$ cat src/rtl/uart_tx_arbiter.sv
// Round-robin arbiter sharing one byte-wide UART transmitter between N_REQ requesters.
// Holds the grant across multi-byte frames; a watchdog drops the grant if tx_done never comes.
module uart_tx_arbiter #(
    parameter int unsigned N_REQ       = 3,
    parameter int unsigned TIMEOUT_CYC = 100000,
    parameter int unsigned CNT_W       = 17
) (
    input  logic               in_clk,
    input  logic               in_rst,
    input  logic [N_REQ-1:0]   req,
    input  logic [8*N_REQ-1:0] req_data,
    input  logic [N_REQ-1:0]   req_last,
    output logic [N_REQ-1:0]   ack,
    output logic [N_REQ-1:0]   grant,
    output logic               tx_start,
    output logic [7:0]         tx_data,
    input  logic               tx_busy,
    input  logic               tx_done,
    output logic               timeout_err,
    output logic               idle
);

    localparam int unsigned IDX_W = $clog2(N_REQ);

    // StAck/StRelatch are the ack cycle and the following cycle in which the owner's
    // next byte (now updated by the requester) is sampled.
    typedef enum logic [2:0] {StIdle, StStart, StWaitDone, StAck, StRelatch} state_e;

    state_e             state_q, state_d;
    logic [IDX_W-1:0]   ptr_q, ptr_d;
    logic [IDX_W-1:0]   owner_q, owner_d;
    logic [N_REQ-1:0]   grant_q, grant_d;
    logic [N_REQ-1:0]   ack_q, ack_d;
    logic               tx_start_q, tx_start_d;
    logic [7:0]         tx_data_q, tx_data_d;
    logic               last_q, last_d;
    logic               timeout_q, timeout_d;
    logic [CNT_W-1:0]   cnt_q, cnt_d;

    logic               found;
    logic [IDX_W-1:0]   sel;
    logic [IDX_W-1:0]   ptr_inc;

    // First pending requester at or after ptr, wrapping around.
    always_comb begin
        int unsigned      j;
        logic [IDX_W-1:0] cand;
        found = 1'b0;
        sel   = '0;
        for (int unsigned k = 0; k < N_REQ; k++) begin
            j = 32'(ptr_q) + k;
            if (j >= N_REQ) j = j - N_REQ;
            cand = IDX_W'(j);
            if (!found && req[cand]) begin
                found = 1'b1;
                sel   = cand;
            end
        end
    end

    assign ptr_inc = (owner_q == IDX_W'(N_REQ - 1)) ? '0 : owner_q + 1'b1;

    always_comb begin
        state_d    = state_q;
        ptr_d      = ptr_q;
        owner_d    = owner_q;
        grant_d    = grant_q;
        ack_d      = '0;
        tx_start_d = 1'b0;
        tx_data_d  = tx_data_q;
        last_d     = last_q;
        timeout_d  = 1'b0;
        cnt_d      = cnt_q;
        unique case (state_q)
            StIdle: begin
                if (found) begin
                    owner_d      = sel;
                    grant_d      = '0;
                    grant_d[sel] = 1'b1;
                    tx_data_d    = req_data[{sel, 3'b000} +: 8];
                    last_d       = req_last[sel];
                    state_d      = StStart;
                end
            end
            StStart: begin
                if (!tx_busy) begin
                    tx_start_d = 1'b1;
                    cnt_d      = '0;
                    state_d    = StWaitDone;
                end
            end
            StWaitDone: begin
                cnt_d = cnt_q + 1'b1;
                if (tx_done) begin
                    ack_d[owner_q] = 1'b1;
                    if (last_q) begin
                        grant_d = '0;
                        ptr_d   = ptr_inc;
                        state_d = StIdle;
                    end else begin
                        state_d = StAck;
                    end
                end else if (cnt_q == CNT_W'(TIMEOUT_CYC - 1)) begin
                    timeout_d = 1'b1;
                    grant_d   = '0;
                    ptr_d     = ptr_inc;
                    state_d   = StIdle;
                end
            end
            StAck: begin
                state_d = StRelatch;
            end
            StRelatch: begin
                if (req[owner_q]) begin
                    tx_data_d = req_data[{owner_q, 3'b000} +: 8];
                    last_d    = req_last[owner_q];
                    state_d   = StStart;
                end else begin
                    grant_d = '0;
                    ptr_d   = ptr_inc;
                    state_d = StIdle;
                end
            end
            default: begin
                grant_d = '0;
                state_d = StIdle;
            end
        endcase
    end

    always_ff @(posedge in_clk or negedge in_rst) begin
        if (!in_rst) begin
            state_q    <= StIdle;
            ptr_q      <= '0;
            owner_q    <= '0;
            grant_q    <= '0;
            ack_q      <= '0;
            tx_start_q <= 1'b0;
            tx_data_q  <= 8'h00;
            last_q     <= 1'b0;
            timeout_q  <= 1'b0;
            cnt_q      <= '0;
        end else begin
            state_q    <= state_d;
            ptr_q      <= ptr_d;
            owner_q    <= owner_d;
            grant_q    <= grant_d;
            ack_q      <= ack_d;
            tx_start_q <= tx_start_d;
            tx_data_q  <= tx_data_d;
            last_q     <= last_d;
            timeout_q  <= timeout_d;
            cnt_q      <= cnt_d;
        end
    end

    assign ack         = ack_q;
    assign grant       = grant_q;
    assign tx_start    = tx_start_q;
    assign tx_data     = tx_data_q;
    assign timeout_err = timeout_q;
    assign idle        = (state_q == StIdle);

endmodule

$ cat config.mk
export PLATFORM = sky130hd
export DESIGN_NAME = uart_tx_arbiter
export DESIGN_NICKNAME = d
export VERILOG_FILES = /design/src/rtl/uart_tx_arbiter.sv
export SDC_FILE = /design/constraint.sdc
export NUM_CORES = 1
export LEC_CHECK = 0
export BUFFER_PORTS_ARGS = -buffer_cell sky130_fd_sc_hd__clkbuf_2
export CAP_MARGIN = 20
export CORE_MARGIN = 2
export CORE_UTILIZATION = 49
export CTS_CLUSTER_SIZE = 24
export DETAILED_ROUTE_END_ITERATION = 8
export PLACE_DENSITY = 0.73
export RECOVER_POWER = 100
export SLEW_MARGIN = 25
export SYNTH_ARGS = -nofsm -noshare
export SYNTH_HDL_FRONTEND = slang
export SYNTH_SLANG_ARGS = --single-unit
$ cat constraint.sdc
create_clock -name in_clk -period 2.4 [get_ports in_clk]
set_input_delay 0.12 -clock in_clk [delete_from_list [all_inputs] [get_ports in_clk]]
set_output_delay 0.12 -clock in_clk [all_outputs]
set_load 0.02 [all_outputs]
# [Word-level counts from Yosys, hierarchy flattened]
# Index checks and enable logic that the tools add are counted.
[word_totals] out_inout_bits=17 reg_bits=41 wordCells=117 in_bits=34
[classes] shift=2 bitwise=1 reduce_logical=17 mux=58 eq_ne=12 addsub=7 magnitude_cmp=10
[ops] cell="$shiftx A24 B6 Y8" n=2
[ops] cell="$pmux W17 S2" n=1
[ops] cell="$mux W3" n=10
[ops] cell="$mux W2" n=12
[ops] cell="$mux W1" n=19
[ops] cell="$add A17 B1 Y17 const B" n=1
[ops] cell="$eq A17 B17 Y1 const B" n=1
[ops] cell="$mux W17" n=1
[ops] cell="$mux W8" n=2
[ops] cell="$pmux W8 S2" n=1
[ops] cell="$lt A2 B3 Y1 const B" n=5
[ops] cell="$pmux W3 S5" n=1
[ops] cell="$bmux W1 S2" n=6
[ops] cell="$pmux W3 S4" n=1
[ops] cell="$eq A3 B2 Y1 const B" n=2
[ops] cell="$ge A3 B2 Y1 const B" n=2
[ops] cell="$ne A2 B2 Y1 const B" n=3
[ops] cell="$ne A3 B3 Y1 const B" n=2
[ops] cell="$reduce_and A3 Y1" n=2
[ops] cell="$reduce_bool A2 Y1" n=3
[ops] cell="$sub A2 B2 Y2 const B" n=3
[ops] cell="$reduce_and A5 Y1" n=1
[ops] cell="$demux W1 S2" n=2
[ops] cell="$ge A2 B1 Y1 const B" n=2
[ops] cell="17 further kinds" n=22

# [Logic depth before layout (Yosys ltp)]
[logic_depth] depth_word=17 mapped_depth=11

# [Worst setup path before layout]
# Ideal clock, no wire load.
[synth_timing] path_type="reg2reg" from="register ptr_q[0]" to="register tx_data_q[0] (netlist: tx_data[0])" n_path_buf=3 stages_incl_launch_ff=12 path_slack_ps=62 required_time_ps=2309 t_arrival_ps=2248 synth_period_minus_slack_ps=2338 setup_ps=91 cell_sequence="dfrtp_1 > inv_1 > ha_1 > buf_2 > nand3b_1 > o21ai_1 > o31ai_2 > and2_4 > buf_6 > or3b_1 > buf_6 > o221ai_1"
[synth_between] elab_chain_len=14
[synth_lines] item="start: declaration" line="30" text="logic [IDX_W-1:0] ptr_q, ptr_d;"
[synth_lines] item="start signal: assignment" line="145" text="ptr_q <= ptr_d;"
[synth_lines] item="parallel branches: the longest is 14 deep, another holds $add A2 B1 Y3"
[synth_lines] item="end signal: assignment" line="150" text="tx_data_q <= tx_data_d;"
[synth_lines] item="end: declaration" line="35" text="logic [7:0] tx_data_q, tx_data_d;"
# Parallel ways; which one is timed is not known. The select of a mux whose other input is x is not followed.
# A chain may end at the register's enable or synchronous reset.

# [Worst setup path after layout]
[layout_timing] from="register ptr_q[0]" to="register last_q"
[layout_between] elab_chain_len=15
[layout_lines] item="parallel branches: the longest is 15 deep, another holds $add A2 B1 Y3"
[layout_lines] item="end signal: assignment" line="151" text="last_q <= last_d;"
[layout_lines] item="end: declaration" line="36" text="logic last_q, last_d;"
# Parallel ways; which one is timed is not known. The select of a mux whose other input is x is not followed.

==> flow_metrics.py <==
metrics = {
    "setup_path": {
        "required_ps": 2550,
        "ff2ff_path_depth": 9,
        "arrival_ps": 2430,
        "cp-start-kind": "flip-flop",
        "critical_path_class": "flip-flop to flip-flop",
        "rrSetupSlack_ps": 110,
        "cp_max_fo": 9,
        "r2r_start": "ptr_q[0]",
        "critPathCaptureType": "flip-flop",
        "r2r_end": "last_q",
    },
    "sta": {
        "max_freq_ghz": 0.437,
        "whs_ps": 80.9,
        "slew_headroom": -0.000735,
        "fin_crit_ps": 2290,
        "finalClockSkew_ps": 8.04,
        "worst_pin_slew_ps": 1500,
        "maxSlewViolCount": 30,
        "period_share": 0.953,
        "hold_viol": 0,
        "finalSetupViolations": 0,
    },
    "power": {
        "ir_drop_mv": 0.613,
        "totalPowerFinal_uw": 3670,
        "p_leak_uw": 0.00133,
        "power_density_nw_per_um2": 1260,
    },
    "die": {
        "core-area_sq_um": 4690,
        "start_util": 0.506,
        "die_w_microns": 73.6,
        "std_cell_rows": 25,
        "die_y_microns": 73.6,
        "ios": 51,
        "dieArea_sq_um": 5420,
    },
    "final_layout": {
        "drive_gt1_frac": 0.232,
        "layout_commonest_cell": "dfrtp_1",
        "fillCellCount": 419,
        "finish.instance_area_sq_um": 2910,
        "area_growth_pct": 22.7,
        "fin_nets": 361,
        "antenna_cells": 0,
        "final_cell_mix": "40 x dfrtp_1, 33 x clkbuf_2, 29 x nand2_1",
        "fin_util": 0.621,
    },
    "synth": {
        "synth.largest_area_cell": "dfrtp_1",
        "yosys.area.top_type_share": 0.432,
        "syn_inst": 254,
        "yosysWarnings": 0,
        "syn-num-nets": 293,
        "ys_seq_elements": 41,
        "synth_ff_type": "dfrtp_1",
        "ys_types": 53,
        "synthesis.area_sq_um": 2370,
        "syn_area_per_cell_sq_um": 9.34,
        "synth.area.top_cells": "dfrtp_1 43%, mux2i_1 7.6%, nand2_1 4.6%, nor2_1 3.6%, o21ai_0 3.4%",
        "synth_enable_flop_cells": 0,
        "synth-seq-area-share": 0.432,
        "ys_async_sr_fraction": 1.00,
    },
    "route": {
        "drt_pass1_iterations": 4,
        "dr.first_iter.drc_count": 147,
        "wl_microns": 5470,
        "viasPerCell": 5.73,
        "routedWlPerCell_microns": 14.5,
        "antenna_left": 0,
        "vias": 2161,
        "route.detailed.drc": 0,
    },
    "clocking": {
        "tritoncts": "done",
        "clk_path_buf_depth": 2,
        "cts.clk_slew.worst_paths_ps": 80,
        "cts_htree_levels": 2,
        "clock_sinks": 41,
        "numCtsBuffers": 5,
        "clock_latency_ps": 290,
        "cts_root_buffer": "clkbuf_8",
    },
    "hold_path": {
        "holdPathStages": 2,
        "min-delay-start": "tx_done",
        "holdCritPathClass": "primary input to flip-flop",
        "min_to": "timeout_err",
    },
    "flow_run": {
        "cap_violations": 1,
    },
    "grt": {
        "grt_max_degree": 31,
        "grt_pass1_wl_microns": 8870,
        "gr-total-overflow": 0,
        "antenna_found_initial": 0,
        "grt_usage": 0.211,
        "grt_pass1_vias": 1944,
    },
    "status": {
        "status": "finished with violations",
        "violations": "max-capacitance violations, max-slew violations",
    },
    "placement": {
        "dp_hpwl_microns": 4030,
        "gp_congestion": 0.913,
        "placed_area_sq_um": 2780,
        "io_buffers": 50,
    },
}
through the flow:
stage | setup WS, ps | TNS, ps | std cells
finish | 112 | 0 | 377
global route | -25.8 | -79.7 | 377
CTS | 50.2 | 0 | 376
detailed placement | -105 | -599 | 367
global placement | 1.26 | 0 | 367
floorplan | 61.5 | 0 | 254
sequential cells by signal, summed over array words and instances (netlist names):
name	cells
ack	3
cnt_q	17
grant	3
last_q	1
owner_q	2
ptr_q	2
state_q	3
timeout_err	1
tx_data	8
tx_start	1
how the worst max path moves through the flow:
stage	slack (ps)	to	from	cells past startpoint
after floorplan	60	tx_data[0]	ptr_q[0]	11
after global placement	1	tx_data[2]	ptr_q[0]	7
after detailed placement	-110	tx_data[2]	ptr_q[1]	8
after CTS	50	last_q	ptr_q[1]	9
after global routing	-30	last_q	ptr_q[0]	9
final	110	last_q	ptr_q[0]	9
synthesized netlist by cell type, drive strengths merged (2+ instances only):
library cell	count
o221ai	8
o2bb2ai	2
nand3b	4
mux2	2
clkbuf	3
nor2	23
buf	6
o31ai	3
a21oi	6
nor3	10
ha	5
a211oi	3
inv	16
o21ai	19
mux2i	18
nor3b	6
and2	2
nand2	29
and3	3
nor2b	2
dfrtp	41
nand4	5
a31oi	3
o22ai	3
nand3	14
where the power goes:
group / internal, uW / switching (uW) / total (uW)
sequential: 876 / 171 / 1050
clock: 202 / 227 / 428
combinational: 999 / 1200 / 2190
total: 2080 / 1590 / 3670
worst max-delay path, cell delays in order (launching register included):
cell	delay [ps]
dfrtp_2	430
inv_1	120
ha_4	250
buf_4	150
o21ai_1	290
o31ai_4	140
and2_4	160
buf_4	160
a2111oi_0	350
a211oi_1	100
layout make-up:
cell class	count	area, sq um	area share
inverters	16	60.1	0.0206
flip-flops and latches	41	1030	0.353
well taps	54	67.6	0.0232
multi-input cells	188	1290	0.445
clock buffers	6	72.6	0.0249
repair buffers	70	379	0.130
clock inverters	2	10.0	0.00344
timing repair:
action                                  4_1_cts  5_1_grt
endpoints found under the setup margin        9       10
gates resized for setup                       3       11
pin swaps                                     0        4
setup buffers                                 0        1
hold endpoints to repair                     28        0
hold buffers                                  1        0
per-layer routing:
metal	share of wire	routed length, microns	vias up	track usage
li1	-	-	1065	-
met1	0.47	2570	1002	0.299
met2	0.45	2480	86	0.336
met3	0.066	359	8	0.0398
met4	0.0099	54	0	0.0485
met5	0	0	-	0
cell families (layout without fill, tap and decap cells):
kind of cell,Yosys count,in the layout,synth area share
muxes,20,20,0.0854
AOI/OAI and AO/OA,58,58,0.178
and+or+nand+nor,105,105,0.226
DFF,41,41,0.432
buffers and inverters,25,94,0.0517
adders and majority gates,5,5,0.0264
Power figures use the tool's default switching activity.
